[src/rtl/rsnn_pkg.sv]
// rsnn_pkg: shared types and constants for the RSNN parameter loader
// Contents: state_t (loader FSM states), PARAM_W (parameter byte width),
//           DEF_NUM_PARAMS (default bank depth).
package rsnn_pkg;
    localparam int PARAM_W        = 8;
    localparam int DEF_NUM_PARAMS = 4;
    typedef enum logic [1:0] {IDLE, LOAD, CHECK, DONE} state_t;
endpackage

[src/rtl/rsnn_param_loader_if.sv]
// rsnn_param_loader_if: byte-stream load channel from the memory control unit
// Signals: params_reg_enable (load window), data_in (parameter byte),
//          data_valid (byte valid), data_ready (loader accepts byte).
// Modports: master = memory control side, slave = loader side.
interface rsnn_param_loader_if;
    logic                         params_reg_enable;
    logic [rsnn_pkg::PARAM_W-1:0] data_in;
    logic                         data_valid;
    logic                         data_ready;
    modport master (output params_reg_enable, data_in, data_valid, input data_ready);
    modport slave  (input params_reg_enable, data_in, data_valid, output data_ready);
endinterface

[src/rtl/rsnn_param_shadow.sv]
// rsnn_param_shadow: staging bank plus committed parameter register
// Ports: clk, rst (sync, active high); wr_en/wr_idx/wr_data write one staging
//        byte; commit copies the staging bank (with any same-cycle write merged)
//        to params_out.
module rsnn_param_shadow
    import rsnn_pkg::*;
#(
    parameter int NUM_PARAMS = DEF_NUM_PARAMS,
    parameter int IDX_W      = $clog2(NUM_PARAMS)
) (
    input  logic                          clk,
    input  logic                          rst,
    input  logic                          wr_en,
    input  logic [IDX_W-1:0]              wr_idx,
    input  logic [PARAM_W-1:0]            wr_data,
    input  logic                          commit,
    output logic [NUM_PARAMS*PARAM_W-1:0] params_out
);
    logic [NUM_PARAMS-1:0][PARAM_W-1:0] shadow, merged;

    // Merging lets the final byte land in params_out on the same edge it is accepted.
    always_comb begin
        merged = shadow;
        if (wr_en) merged[wr_idx] = wr_data;
    end

    always_ff @(posedge clk) begin
        if (rst) begin
            shadow     <= '0;
            params_out <= '0;
        end else begin
            shadow <= merged;
            if (commit) params_out <= merged;
        end
    end
endmodule

[src/rtl/rsnn_param_loader.sv]
// rsnn_param_loader: loads parameter bytes into a staging bank, commits atomically
// Ports: clk, rst (sync, active high); bus (slave byte-stream channel);
//        params_out (committed bank, param i at [8i+7:8i]); params_loaded (level,
//        complete set committed); load_busy (LOAD/CHECK); load_count (bytes
//        accepted this load, saturating); load_error (checksum mismatch).
// Option: define RSNN_PARAM_CHECKSUM_EN to require a trailing XOR checksum byte.
module rsnn_param_loader
    import rsnn_pkg::*;
#(
    parameter int NUM_PARAMS = DEF_NUM_PARAMS,
    parameter int DATA_W     = PARAM_W,
    parameter int CNT_W      = $clog2(NUM_PARAMS + 1)
) (
    input  logic                         clk,
    input  logic                         rst,
    rsnn_param_loader_if.slave           bus,
    output logic [NUM_PARAMS*DATA_W-1:0] params_out,
    output logic                         params_loaded,
    output logic                         load_busy,
    output logic [CNT_W-1:0]             load_count,
    output logic                         load_error
);
    localparam int IDX_W = $clog2(NUM_PARAMS);
`ifdef RSNN_PARAM_CHECKSUM_EN
    localparam int     CNT_MAX   = NUM_PARAMS + 1;
    localparam state_t LAST_NEXT = CHECK;
`else
    localparam int     CNT_MAX   = NUM_PARAMS;
    localparam state_t LAST_NEXT = DONE;
`endif

    state_t           state, state_n;
    logic [IDX_W-1:0] index;
    logic             en, active, xfer, start, abort, wr_en, load_last, commit;

    assign en        = bus.params_reg_enable;
    assign active    = (state == LOAD) || (state == CHECK);
    // Ready depends only on state and enable, so a falling enable blocks the byte.
    assign bus.data_ready = active & en;
    assign load_busy = active;
    assign xfer      = bus.data_ready & bus.data_valid;
    assign start     = (state == IDLE) & en;
    assign abort     = active & ~en;
    assign wr_en     = (state == LOAD) & xfer;
    assign load_last = wr_en & (index == IDX_W'(NUM_PARAMS - 1));

`ifdef RSNN_PARAM_CHECKSUM_EN
    logic [PARAM_W-1:0] xor_acc;
    logic               chk_xfer, match;
    assign chk_xfer = (state == CHECK) & xfer;
    assign match    = bus.data_in == xor_acc;
    assign commit   = chk_xfer & match;
    always_ff @(posedge clk) begin
        if (rst) begin
            xor_acc    <= '0;
            load_error <= 1'b0;
        end else if (start) begin
            xor_acc    <= '0;
            load_error <= 1'b0;
        end else begin
            if (wr_en) xor_acc <= xor_acc ^ bus.data_in;
            if (chk_xfer && !match) load_error <= 1'b1;
        end
    end
`else
    assign commit     = load_last;
    assign load_error = 1'b0;
`endif

    always_comb begin
        state_n = state;
        case (state)
            IDLE:    state_n = en ? LOAD : IDLE;
            LOAD:    state_n = !en ? IDLE : load_last ? LAST_NEXT : LOAD;
            CHECK:   state_n = !en ? IDLE : xfer ? DONE : CHECK;
            default: state_n = en ? DONE : IDLE;
        endcase
    end

    always_ff @(posedge clk) begin
        if (rst) begin
            state         <= IDLE;
            index         <= '0;
            load_count    <= '0;
            params_loaded <= 1'b0;
        end else begin
            state <= state_n;
            if (start || abort) begin
                index      <= '0;
                load_count <= '0;
            end else begin
                if (wr_en) index <= index + 1'b1;
                if (xfer && load_count != CNT_W'(CNT_MAX)) load_count <= load_count + 1'b1;
            end
            if (start) params_loaded <= 1'b0;
            else if (commit) params_loaded <= 1'b1;
        end
    end

    rsnn_param_shadow #(.NUM_PARAMS(NUM_PARAMS), .IDX_W(IDX_W)) u_shadow (
        .clk        (clk),
        .rst        (rst),
        .wr_en      (wr_en),
        .wr_idx     (index),
        .wr_data    (bus.data_in),
        .commit     (commit),
        .params_out (params_out)
    );
endmodule

[src/flat_wrapper.sv]
// flat-port wrapper written by rule: the top's interface ports become plain ports
module rsnn_param_loader_flat import rsnn_pkg::*;
#(
    parameter int NUM_PARAMS = DEF_NUM_PARAMS,
    parameter int DATA_W     = PARAM_W,
    parameter int CNT_W      = $clog2(NUM_PARAMS + 1)
)
  (clk, rst, params_out, params_loaded, load_busy, load_count, load_error, bus_params_reg_enable, bus_data_in, bus_data_valid, bus_data_ready);
  rsnn_param_loader_if bus_i ();
  input  logic clk;
  input  logic rst;
  output logic [NUM_PARAMS*DATA_W-1:0] params_out;
  output logic params_loaded;
  output logic load_busy;
  output logic [CNT_W-1:0] load_count;
  output logic load_error;
  input wire logic [$bits(bus_i.params_reg_enable)-1:0] bus_params_reg_enable;
  input wire logic [$bits(bus_i.data_in)-1:0] bus_data_in;
  input wire logic [$bits(bus_i.data_valid)-1:0] bus_data_valid;
  output wire logic [$bits(bus_i.data_ready)-1:0] bus_data_ready;
  assign bus_i.params_reg_enable = bus_params_reg_enable;
  assign bus_i.data_in = bus_data_in;
  assign bus_i.data_valid = bus_data_valid;
  assign bus_data_ready = bus_i.data_ready;
  rsnn_param_loader #(.NUM_PARAMS(NUM_PARAMS), .DATA_W(DATA_W), .CNT_W(CNT_W)) u_core (.clk(clk), .rst(rst), .bus(bus_i), .params_out(params_out), .params_loaded(params_loaded), .load_busy(load_busy), .load_count(load_count), .load_error(load_error));
endmodule
[config.mk]
export PLATFORM = sky130hd
export DESIGN_NAME = rsnn_param_loader_flat
export DESIGN_NICKNAME = d
export VERILOG_FILES = /design/src/rtl/rsnn_pkg.sv /design/src/rtl/rsnn_param_loader_if.sv /design/src/rtl/rsnn_param_shadow.sv /design/src/rtl/rsnn_param_loader.sv /design/src/flat_wrapper.sv
export SDC_FILE = /design/constraint.sdc
export NUM_CORES = 1
export LEC_CHECK = 0
export BUFFER_PORTS_ARGS = -buffer_cell sky130_fd_sc_hd__buf_2
export CAP_MARGIN = 20
export CELL_PAD_IN_SITES_DETAIL_PLACEMENT = 0
export CELL_PAD_IN_SITES_GLOBAL_PLACEMENT = 1
export CORE_ASPECT_RATIO = 1.2
export CORE_UTILIZATION = 40
export CTS_BUF_LIST = sky130_fd_sc_hd__clkbuf_8
export DETAILED_ROUTE_END_ITERATION = 7
export PLACE_DENSITY = 0.88
export SETUP_SLACK_MARGIN = 0.05
export SLEW_MARGIN = 10
export SYNTH_ARGS = -nofsm -noshare
export SYNTH_HDL_FRONTEND = slang
export SYNTH_SLANG_ARGS = --single-unit
export TNS_END_PERCENT = 10
[constraint.sdc]
create_clock -name clk -period 1.6 [get_ports clk]
set_input_delay 0.08 -clock clk [delete_from_list [all_inputs] [get_ports clk]]
set_output_delay 0.08 -clock clk [all_outputs]
set_load 0.02 [all_outputs]
### After elaboration in Yosys (flattened, before gate mapping)

Index checks and enable logic that the tools add are counted.

| cells by class | value |
|---|---|
| $add $sub $neg | 2 |
| $lt $le $gt $ge | 2 |
| eq/ne operators | 4 |
| muxes and demuxes | 11 |
| bitwise operators | 7 |
| reduce and logical (&&, ||, !) cells | 7 |

Operators by type and width:

| cell | number |
|---|---|
| 32-bit bitwise mux | 1 |
| 32-bit 2-to-1 mux | 1 |
| 8-bit demux with 2-bit select | 1 |
| 2-bit 2-to-1 mux | 4 |
| 8-bit 2-to-1 mux | 1 |
| 1-bit bitwise AND | 6 |
| 2-bit case mux with 3 select lines | 1 |
| 2-bit == test, second input constant | 2 |
| 2-bit OR reduction | 2 |
| 3-bit by 1-bit adder with 3-bit output, second input constant | 1 |
| 2-bit by 3-bit less-than comparator with 1-bit output, second input constant | 1 |
| 3-bit inequality test, second input constant | 1 |
| 2-bit by 1-bit adder with 2-bit output, second input constant | 1 |
| 2-bit by 1-bit == test with 1-bit output, second input constant | 1 |
| 2-bit by 1-bit greater-or-equal comparator with 1-bit output, second input constant | 1 |
| 1-bit logical AND | 2 |
| 2-bit logical NOT | 1 |
| 1-bit logical OR | 2 |
| 1-bit 2-to-1 mux | 2 |
| 1-bit inverter | 1 |

| storage, ports and cells | value |
|---|---|
| flip-flop bits (word level) | 72 |
| input bits | 12 |
| output and inout bits | 39 |

### Logic depth before layout (Yosys ltp)

Gate-level depths: netlist of the first run.

| depth | value |
|---|---|
| word-level depth | 9 |
| gate-level depth with buffers | 7 |
| gate-level depth less buffers | 5 |

### Cells and area by module

From an unflattened synthesis of the first run, not the netlist that was laid out.

| unflattened totals | value |
|---|---|
| cell total of the unflattened synthesis | 267 |
| area, all modules | 2665.1 um^2 |

Modules (own cells, without submodules):

| module | times used | cells an instance | area each (um^2) |
|---|---|---|---|
| rsnn_param_shadow | 1 | 213 | 2195.9 |
| rsnn_param_loader | 1 | 54 | 469.2 |

### Worst setup path after synthesis of the first run

No wires, ideal clock.

| timing | value |
|---|---|
| path kind | flip-flop to flip-flop |
| start | reg u_core.state[0] |
| end | reg u_core.u_shadow.params_out[10] |
| arrival time | 1604 ps |
| data required time | 1520 ps |
| path slack | -85 ps |
| stages on the path, launching flop included | 8 |
| period minus slack after synthesis | 1685 ps |
| path through | dfxtp_1 -> inv_1 -> ha_1 -> and4_4 -> buf_8 -> buf_12 -> a21oi_1 -> a211oi_2 |

| between the ends | value |
|---|---|
| word-level cells in the longest chain between the ends | 6 |

Ends and longest elaborated chain:

| item | line | text |
|---|---|---|
| from (decl) | rsnn_param_loader.sv:32 | `state_t state, state_n;` |
| from (signal assigned) | rsnn_param_loader.sv:87 | `state <= state_n;` |
| 2-bit by 1-bit == test with 1-bit output or 2-bit == test (tied branches) | rsnn_param_loader.sv:37 | `assign active = (state == LOAD) \|\| (state == CHECK);` |
| 1-bit logical OR (*) | rsnn_param_loader.sv:37 |  |
| net load_busy | flat_wrapper.sv:14 | `output logic load_busy;` |
| 1-bit bitwise AND (*) | rsnn_param_loader.sv:39 | `assign bus.data_ready = active & en;` |
| 1-bit bitwise AND (*) | rsnn_param_loader.sv:41 | `assign xfer = bus.data_ready & bus.data_valid;` |
| 1-bit bitwise AND (*) | rsnn_param_loader.sv:44 | `assign wr_en = (state == LOAD) & xfer;` |
| 32-bit 2-to-1 mux or 1-bit bitwise AND (tied branches) | rsnn_param_shadow.sv:24, rsnn_param_loader.sv:45 |  |
| to (signal assigned) | rsnn_param_shadow.sv:33 | `if (commit) params_out <= merged;` |
| to (decl) | rsnn_param_shadow.sv:17 | `output logic [NUM_PARAMS*PARAM_W-1:0] params_out` |

The timed path passes the listed nets; every way through them passes the cells marked *.
A chain may end at the register's enable or synchronous reset.

### Worst setup path after layout of the first run

| timing | value |
|---|---|
| start | reg u_core.state[0] |
| end | reg u_core.u_shadow.shadow[23] in the netlist's numbering |

| between the ends | value |
|---|---|
| word-level cells in the longest chain between the ends | 6 |

Ends and longest elaborated chain:

| item | line | text |
|---|---|---|
| 2-bit by 1-bit == test with 1-bit output or 2-bit == test (tied branches) | rsnn_param_loader.sv:37, rsnn_param_loader.sv:44 |  |
| 1-bit logical OR | rsnn_param_loader.sv:37 |  |
| 1-bit bitwise AND | rsnn_param_loader.sv:39 |  |
| 1-bit bitwise AND | rsnn_param_loader.sv:41 |  |
| 1-bit bitwise AND (*) | rsnn_param_loader.sv:44 |  |
| 32-bit 2-to-1 mux (*) | rsnn_param_shadow.sv:24 | `if (wr_en) merged[wr_idx] = wr_data;` |
| to (signal assigned) | rsnn_param_shadow.sv:32 | `shadow <= merged;` |
| to (decl) | rsnn_param_shadow.sv:19 | `logic [NUM_PARAMS-1:0][PARAM_W-1:0] shadow, merged;` |

Mark *: on every way between the ends. The rest lies on a longest branch, timed or not.

==> results of run 1 <==
final timing paths:
kind,startpoint,end,cells after the start
max reg2reg,u_core.state[0],u_core.u_shadow.shadow[23],6
min reg2reg,u_core.params_loaded,u_core.params_loaded,1
min,bus_data_valid,u_core.state[0],3
max,u_core.state[0],u_core.u_shadow.shadow[23],6
critical path, stage by stage (launching register included):
cell and delay (ns):
dfxtp_2 0.35, inv_2 0.05, ha_4 0.27, and4_4 0.31, and2_4 0.19, buf_6 0.11, mux2i_2 0.20
metal layers:
layer | vias up | share of wire (%)
met1 | 1126 | 45
met2 | 63 | 47
met4 | 0 | 2.3
li1 | 1154 | -
met3 | 15 | 5.9
met5 | - | 0
logic make-up after synthesis:
logic type	share of synthesized area (%)
other cells	0.1265
compound gates	16.04
mux	16.21
buf+inv	6.078
simple gates	14.10
fa+ha+maj	4.221
flops	43.23
registers in the layout, indices dropped and copies added (netlist names):
name and count:
u_core.index 2, u_core.u_shadow.shadow 24, u_core.load_count 3, u_core.params_loaded 1, u_core.u_shadow.params_out 32, u_core.state 2
power groups by stage:
stage	clock, mW	sequential (mW)	combinational (mW)
after global placement	0	1.63	0.149
after floorplan	0	1.63	0.0923
after detailed placement	0	1.63	0.150
final	1.21	1.60	0.164
after global routing	1.30	1.60	0.178
after CTS	1.23	1.60	0.158
repair_timing:
item / 4_1_cts / 5_1_grt
gates cloned: 1 / 0
endpoints found under the setup margin: 56 / 55
pin swaps: 3 / 24
gates resized for setup: 10 / 22
setup buffers: 3 / 2
layout make-up:
cell class                      instances  area (um^2)  area share [%]
Tap cell                               90        112.6           3.066
Timing Repair Buffer                   73        491.7           13.39
Clock inverter                          7        47.55           1.295
Sequential cell                        64         1284           34.96
Inverter                                8        30.03          0.8177
Clock buffer                            9        123.9           3.373
Multi-Input combinational cell        200         1583           43.10
per-stage QoR:
stage	TNS, ns	hold WS (ns)	std cells
3_3_place_gp	0	0.4130	429
3_5_place_dp	-0.1571	0.4088	429
6_report	0	0.04784	451
2_1_floorplan	0	0.2370	296
5_1_grt	-0.05894	0.08509	451
4_1_cts	0	0.03394	449
cells in the final DEF, fill, tap and decap left out, types with 2 or more instances in the layout:
master      instances
inv_2               2
dfxtp_1            62
buf_2              48
a21oi_4             2
inv_1               6
dfxtp_2             2
and2_1              2
buf_12              2
mux2i_1            47
clkinvlp_4          2
a21oi_1            24
or3_1               8
o21ai_1             7
a211oi_2           11
o21ai_0             4
nand2_2             2
clkinv_2            3
a211oi_1           13
nand2b_1           40
ha_1                9
buf_6               5
clkbuf_8            9
a21oi_2             6
buf_4              17
nand2_1             6
nand3_1             4
==> run summary, run 1 <==
post-synthesis cell type count: 31
final hold violations: 0
clk_lat worst skew: 0.35 ns
core area: 7232 um^2
pre-CTS WS: -0.02856 ns
ys async rst share: 0%
top cells by area, synth: dfxtp_1 (43%), mux2i_1 (16%), nand2b_1 (8.4%)
class of the worst hold path: in2reg
# fillers: 680
# hold bufs at CTS: 0
synthesis-stage register bit count: 64
Synth Cell Area: 2964 um^2
Remaining DRCs: 0
Reg power frac: 53.8%
total track usage: 19.26%
worst vdd ir: 0.4457 mV
IO buf count: 49
MaxCap Viol Count: 0
Die ar.: 7760 um^2
final WL: 7020 um
met3 usage: 5.308%
first-pass GRT wire length: 10960 um
crit path setup slack, layout: 0.03852 ns
gpl congestion: 0.7325
Congestion Overflow GR: 0
DR vias: 2358
ant diodes: 0
status: completed
row count: 34
P_int: 2.224 mW
dominant synthesized flop cell: dfxtp_1
H-tree levels: 3
Final Power: 2.972 mW
f_max: 0.6404 GHz
CP required: 1.87 ns
slew at the pin with the worst max-slew slack: 0.5883 ns
WP data arrival: 1.83 ns
sw power: 0.7481 mW
area grow syn2layout: 23.89%
worst-path fanout max: 6
switching share of power: 25.17%
layout cell share with drive strength beyond 1: 33.80%
Final Skew: 0.01063 ns
post-synth top area share: 43.22%
Design Area, Final: 3672 um^2
clk buf depth: 2
largest net degree at the start of global routing: 37
yosys warns: 0
minimum clock period: 1.561 ns
top-count cell post-synth: dfxtp_1
final core occ: 50.78%
GR Util met2: 31.99%
DP Area: 3347 um^2
WL/cell: 15.57 um
clock share of power: 40.7%
CTS tree: done
Sink Count: 64
Ports: 51
vias in the first global route: 2252
Horiz. Die Dim: 80.58 um
Setup Crit Path Kind: reg2reg
Gate power share: 5.5%
Mapped Nets: 318
Synth area leader: dfxtp_1
crit path capture type: register
Syn Area/Cell: 10.01 um^2
final-report setup violation count: 0
Pins Over Slew Limit: 0
initial antenna violation count: 0
Clock transition at path regs: 0.07 ns
total CTS buffers: 9
M1 GR Usage: 23.01%
Die Height: 96.30 um
Starting DRT DRC Count: 135
relative slew slack: 60.78%
top post-synthesis cells by count: dfxtp_1 (64), mux2i_1 (48), nand2b_1 (40)
Leak: 1.538 nW
first drt pass iteration count: 4
Final HPWL DP: 4692 um
Final nets: 378
Synth Instances: 296
number of nets with antenna violations after routing: 0
fin crit share: 97.59%
sequential cell area fraction in the yosys report: 43.22%
initial core utilization: 40.99%
Post-synth EDFFs: 0
startpoint types: register
Root Driver: clkbuf_8
pwr dens: 809.4 nW/um^2
R2R setup slack: 0.04 ns
routed vias/inst: 5.228
RSZ-0062 raised after global routing: yes
GR peak layer: met2
No activity file was read; power rests on OpenSTA's default activity.
==> run 2, diff against run 1 <==
- CELL_PAD_IN_SITES_DETAIL_PLACEMENT: 0 -> unset
- CELL_PAD_IN_SITES_GLOBAL_PLACEMENT: 1 -> unset
- CORE_UTILIZATION: 40 -> 47
- PLACE_DENSITY: 0.88 -> 0.82
==> run 2 against run 1 <==
Via count increased by 1.8%. First-iteration DRC count increased by 25%. Utilization is 11 points higher. Worst hold slack better by 0.0077 ns. Final area rose by 1.2%. Final cell count decreased by 2.7%. Worst setup slack got worse by 0.025 ns. Global-route usage is 4.3 points higher. Clock power rose by 45%. Critical path depth unchanged. Power up 18%. Non-clock buffer count shrank 4. Largest cell class unchanged.
==> run summary, run 2 (synthesized netlist as in run 1, its figures left out) <==
final WL: 7254 um (+3.3%)
# hold bufs at CTS: 0 (unchanged)
core area: 6051 um^2 (-16%)
minimum clock period: 1.587 ns (+0.02516 ns)
max incr delay on CP: 0.36 ns (about the same)
Leak: 1.551 nW (+0.86%)
first-pass GRT wire length: 11520 um (+5.0%)
RSZ-0062 raised after global routing: yes
MaxCap Viol Count: 0 (unchanged)
Ports: 51 (unchanged)
WL/cell: 16.52 um (+6.2%)
f_max: 0.6303 GHz (-1.6%)
Die Height: 89.00 um (-7.6%)
gpl congestion: 0.7978 (+8.9%)
critical-path cell list: inv_4 > ha_4 > and4_4 > and2_4 > buf_6 > mux2i_1
row count: 31 (-8.8%)
Crit path buffers/inverters: 2 (unchanged)
relative slew slack: 64.98% (+4.2 points)
WP data arrival: 1.86 ns (+0.03 ns)
slew at the pin with the worst max-slew slack: 0.5253 ns (-0.06304 ns)
clk_lat worst skew: 0.35 ns (about the same)
DR vias: 2400 (+1.8%)
Final Skew: 0.008317 ns (-0.002314 ns)
Congestion Overflow GR: 0 (unchanged)
total CTS buffers: 9 (unchanged)
area grow syn2layout: 25.41%
status: completed
Sink Count: 64 (unchanged)
largest net degree at the start of global routing: 34 (-8.1%)
class of the worst hold path: in2reg
Regs by FF count: u_core.u_shadow.params_out: 32 flops, u_core.u_shadow.shadow: 24 flops, u_core.load_count: 3 flops
worst vdd ir: 0.5484 mV (+23%)
worst-path fanout max: 6 (unchanged)
worst hold start: bus_data_valid
number of nets with antenna violations after routing: 0 (unchanged)
pwr dens: 946.7 nW/um^2 (+17%)
CP required: 1.87 ns (about the same)
reg2reg start: u_core.state[1]
Starting DRT DRC Count: 169 (+25%)
Non-Filler Instances: 439 (-2.7%)
max reg flops: 32 (unchanged)
Reg with most FFs: u_core.u_shadow.params_out
Remaining DRCs: 0 (unchanged)
startpoint types: register
Final Power: 3.519 mW (+18%)
cell count after placement: 419 (-2.3%)
most frequent cells in the layout: dfxtp_1 (62), mux2i_1 (48), buf_2 (48)
Die ar.: 6630 um^2 (-15%)
Pins Over Slew Limit: 0 (unchanged)
vias in the first global route: 2336 (+3.7%)
area of the multi-input gates: 1582 um^2 (about the same)
clk buf depth: 2 (unchanged)
# fillers: 512 (-25%)
Setup Crit Path Kind: reg2reg
H-tree levels: 3 (unchanged)
fin crit share: 99.17% (+1.6 points)
Horiz. Die Dim: 74.50 um (-7.6%)
first drt pass iteration count: 5 (+1)
crit path capture type: register
IO buf count: 49 (unchanged)
register area: 1284 um^2 (unchanged)
Final nets: 374 (-1.1%)
routed vias/inst: 5.467 (+4.6%)
total track usage: 23.57% (+4.3 points)
initial core utilization: 48.99% (+8.0 points)
ant diodes: 0 (unchanged)
final hold violations: 0 (unchanged)
CTS tree: done
layout cell share with drive strength beyond 1: 32.49% (-1.3 points)
Slowest cell on crit path: dfxtp_2
Clock transition at path regs: 0.07 ns (about the same)
Root Driver: clkbuf_8
crit-path leading delay family: simple AND/OR/NAND/NOR gates
final-report setup violation count: 0 (unchanged)
critical path launch point: u_core.state[1]
most common cell after layout, fill and taps aside: dfxtp_1
initial antenna violation count: 0 (unchanged)
Final HPWL DP: 4705 um (+0.26%)
## run 2: cell count changes in the layout (fill, tap and decap cells not counted), sizes merged
| cell | change |
|---|---|
| clkbuf | +2 |
| bufinv | +3 |
| buf | -4 |
| clkinvlp | -1 |
| inv | -1 |
| clkinv | -3 |
## run 2: power by group
group / switching (mW) / internal, mW
Clock: 0.638 / 1.12
Sequential: 0.00216 / 1.60
Combinational: 0.100 / 0.0662
## run 2: layer usage
metal,global-route usage [%],part of all wire [%],up-vias
met5,0,0,-
met4,14.58,3.4,0
met3,5.862,4.6,23
met2,38.17,50,71
met1,27.83,42,1164
li1,-,-,1142
## run 2: final cells by class
class / count / share of cell area [%]
inverter: 8 / 0.8751
multi-input combinational: 200 / 42.54
clock inverter: 5 / 2.760
tap: 82 / 2.760
clock buffer: 11 / 4.073
sequential: 64 / 34.53
timing repair buffer: 69 / 12.45
## run 2: final timing paths
| kind | end | slack, ns | cells past startpoint |
|---|---|---|---|
| worst min-delay path | u_core.state[0] | 0.06 | 3 |
| worst max register to register | u_core.u_shadow.shadow[20] | 0.01 | 6 |
| worst min register to register | u_core.u_shadow.params_out[26] | 0.47 | 2 |
| worst max-delay path | u_core.u_shadow.shadow[20] | 0.01 | 6 |
## run 2: timing repair
action	in CTS	in global routing
cloned	1	0
gates resized for setup	10	17
pin swaps	2	19
endpoints found under the setup margin	49	55
setup buffers	2	1
## run 2: metrics by stage
step           util [%]  hold WS, ns  setup slack, ns  area, um^2  TNS, ns
5_1_grt           61.44      0.07356         -0.02820        3717  -0.2049
2_1_floorplan         -       0.2370          0.06027        2977        0
3_5_place_dp      55.11       0.4277         -0.03002        3334  -0.1196
6_report          61.44      0.05559          0.01336        3717        0
3_3_place_gp      55.11       0.3989          0.05197        3334        0
4_1_cts           60.36      0.04716          0.03396        3652        0
## run 2: worst reg2reg max path: stages (launching register included)
cell and delay, ns:
dfxtp_2 0.36, inv_4 0.05, ha_4 0.27, and4_4 0.32
and2_4 0.20, buf_6 0.12, mux2i_1 0.19
==> run 3, diff against run 2 <==
- CTS_BUF_LIST: sky130_fd_sc_hd__clkbuf_8 -> sky130_fd_sc_hd__clkbuf_16
==> run 3 against run 2 <==
Critical path depth stayed put. Combinational power about the same. Largest cell class unchanged. Non-clock buffer count stayed put. Via count is 0.96% lower. First-iteration DRC count decreased by 18%. Final area grew 1.2%.
==> run summary, run 3 (synthesized netlist as in run 1, its figures left out) <==
total CTS buffers: 9 (unchanged)
slew at the pin with the worst max-slew slack: 0.5256 ns (+0.0003757 ns)
total negative slack: 0 ns (unchanged)
worst vdd ir: 0.6759 mV (+23%)
f_max: 0.6372 GHz (+1.1%)
WP data arrival: 1.82 ns (-0.04 ns)
final-report setup violation count: 0 (unchanged)
pwr dens: 1053 nW/um^2 (+11%)
Slowest cell on crit path: dfxtp_2
final hold violations: 0 (unchanged)
Setup Crit Path Kind: reg2reg
relative slew slack: 64.96% (about the same)
CTS tree: done
# fillers: 518 (+1.2%)
routed vias/inst: 5.415 (-0.96%)
RSZ-0062 raised after global routing: yes
first-pass GRT wire length: 11510 um (about the same)
Reg with most FFs: u_core.u_shadow.params_out
H-tree levels: 3 (unchanged)
most frequent cells in the layout: dfxtp_1 (62), buf_2 (49), mux2i_1 (48)
Final Skew: 0.004139 ns (-0.004179 ns)
final core occ: 62.18% (+0.74 points)
core area: 6051 um^2 (unchanged)
vias in the first global route: 2321 (-0.64%)
Die Height: 89.00 um (unchanged)
Design Area, Final: 3762 um^2 (+1.2%)
clk buf depth: 2 (unchanged)
Final nets: 374 (unchanged)
Die ar.: 6630 um^2 (unchanged)
most common cell after layout, fill and taps aside: dfxtp_1
status: completed
area grow syn2layout: 26.93%
clk_lat worst skew: 0.33 ns (-0.02 ns)
Regs by FF count: u_core.u_shadow.params_out: 32 flops, u_core.u_shadow.shadow: 24 flops, u_core.load_count: 3 flops
total track usage: 23.69% (+0.12 points)
area of the multi-input gates: 1548 um^2 (-2.1%)
row count: 31 (unchanged)
first drt pass iteration count: 4 (-1)
CP required: 1.86 ns (about the same)
Root Driver: clkbuf_16
MaxCap Viol Count: 0 (unchanged)
worst-path fanout max: 6 (unchanged)
initial antenna violation count: 0 (unchanged)
startpoint types: register
DP Area: 3334 um^2 (unchanged)
max incr delay on CP: 0.35 ns (about the same)
R2R depth: 6 (unchanged)
Pins Over Slew Limit: 0 (unchanged)
worst hold slack: 0.1114 ns (+0.05582 ns)
minimum clock period: 1.569 ns (-0.01715 ns)
Clock transition at path regs: 0.05 ns (-0.02 ns)
Sink Count: 64 (unchanged)
final WL: 7159 um (-1.3%)
ant diodes: 0 (unchanged)
Remaining DRCs: 0 (unchanged)
crit path setup slack, layout: 0.03051 ns (+0.01715 ns)
Leak: 1.566 nW (+0.94%)
max reg flops: 32 (unchanged)
R2R setup slack: 0.03 ns (+0.02 ns)
IO buf count: 49 (unchanged)
initial core utilization: 48.99% (unchanged)
class of the worst hold path: in2reg
gpl congestion: 0.7978 (unchanged)
largest net degree at the start of global routing: 34 (unchanged)
Congestion Overflow GR: 0 (unchanged)
Starting DRT DRC Count: 139 (-18%)
critical-path cell list: inv_4 > ha_4 > and4_4 > and2_4 > buf_12 > mux2i_1
hold path cells: 3 (unchanged)
DR vias: 2377 (-0.96%)
number of nets with antenna violations after routing: 0 (unchanged)
WL/cell: 16.31 um (-1.3%)
Final HPWL DP: 4705 um (unchanged)
Horiz. Die Dim: 74.50 um (unchanged)
Ports: 51 (unchanged)
fin crit share: 98.09% (-1.1 points)
crit path capture type: register
register area: 1284 um^2 (unchanged)
layout cell share with drive strength beyond 1: 30.25% (-2.2 points)
pre-CTS WS: -0.03002 ns (unchanged)
run 3: worst paths after layout:
check / start / end
min: bus_data_valid / u_core.state[0]
max reg2reg: u_core.state[1] / u_core.u_shadow.shadow[23]
max: u_core.state[1] / u_core.u_shadow.shadow[23]
min reg2reg: u_core.u_shadow.params_out[25] / u_core.u_shadow.params_out[25]
run 3: critical path: cells and delay by family (launching register included):
kind | cells | cell delay, ns
flip-flops | 1 | 0.35
buffers and inverters | 2 | 0.17
adder cells (fa/ha/maj) | 1 | 0.26
multiplexers | 1 | 0.19
AND/OR/NAND/NOR | 2 | 0.51
run 3: timing repair:
action	in CTS	in global routing
gates cloned	1	0
pin swaps	2	4
endpoints found under the hold margin	0	0
resized for setup	8	7
buffers inserted	2	1
setup endpoints to repair	45	52
hold buffers	0	0
run 3: per-layer routing:
| layer | wire length [um] | GRT usage (%) |
|---|---|---|
| met1 | 3053 | 28.46 |
| met2 | 3522 | 38.98 |
| met5 | 0 | 0 |
| met4 | 202 | 13.55 |
| met3 | 381 | 4.961 |
run 3: metrics by stage:
stage | std cells | total power [mW]
finish | 439 | 3.961
global route | 439 | 4.063
CTS | 438 | 3.979
detailed placement | 419 | 1.790
global placement | 419 | 1.788
floorplan | 296 | 1.727
run 3: area by class of cell:
class	count	share of cell area (%)
Multi-Input combinational cell	200	41.14
Tap cell	82	2.727
Inverter	8	0.8646
Clock inverter	7	2.927
Timing Repair Buffer	69	12.24
Sequential cell	64	34.12
Clock buffer	9	5.986
run 3: power breakdown:
part | internal [mW] | switching, mW | total (mW)
combinational | 0.0654 | 0.0987 | 0.164
sequential | 1.60 | 0.00216 | 1.60
clock | 1.51 | 0.691 | 2.20
total | 3.17 | 0.791 | 3.96
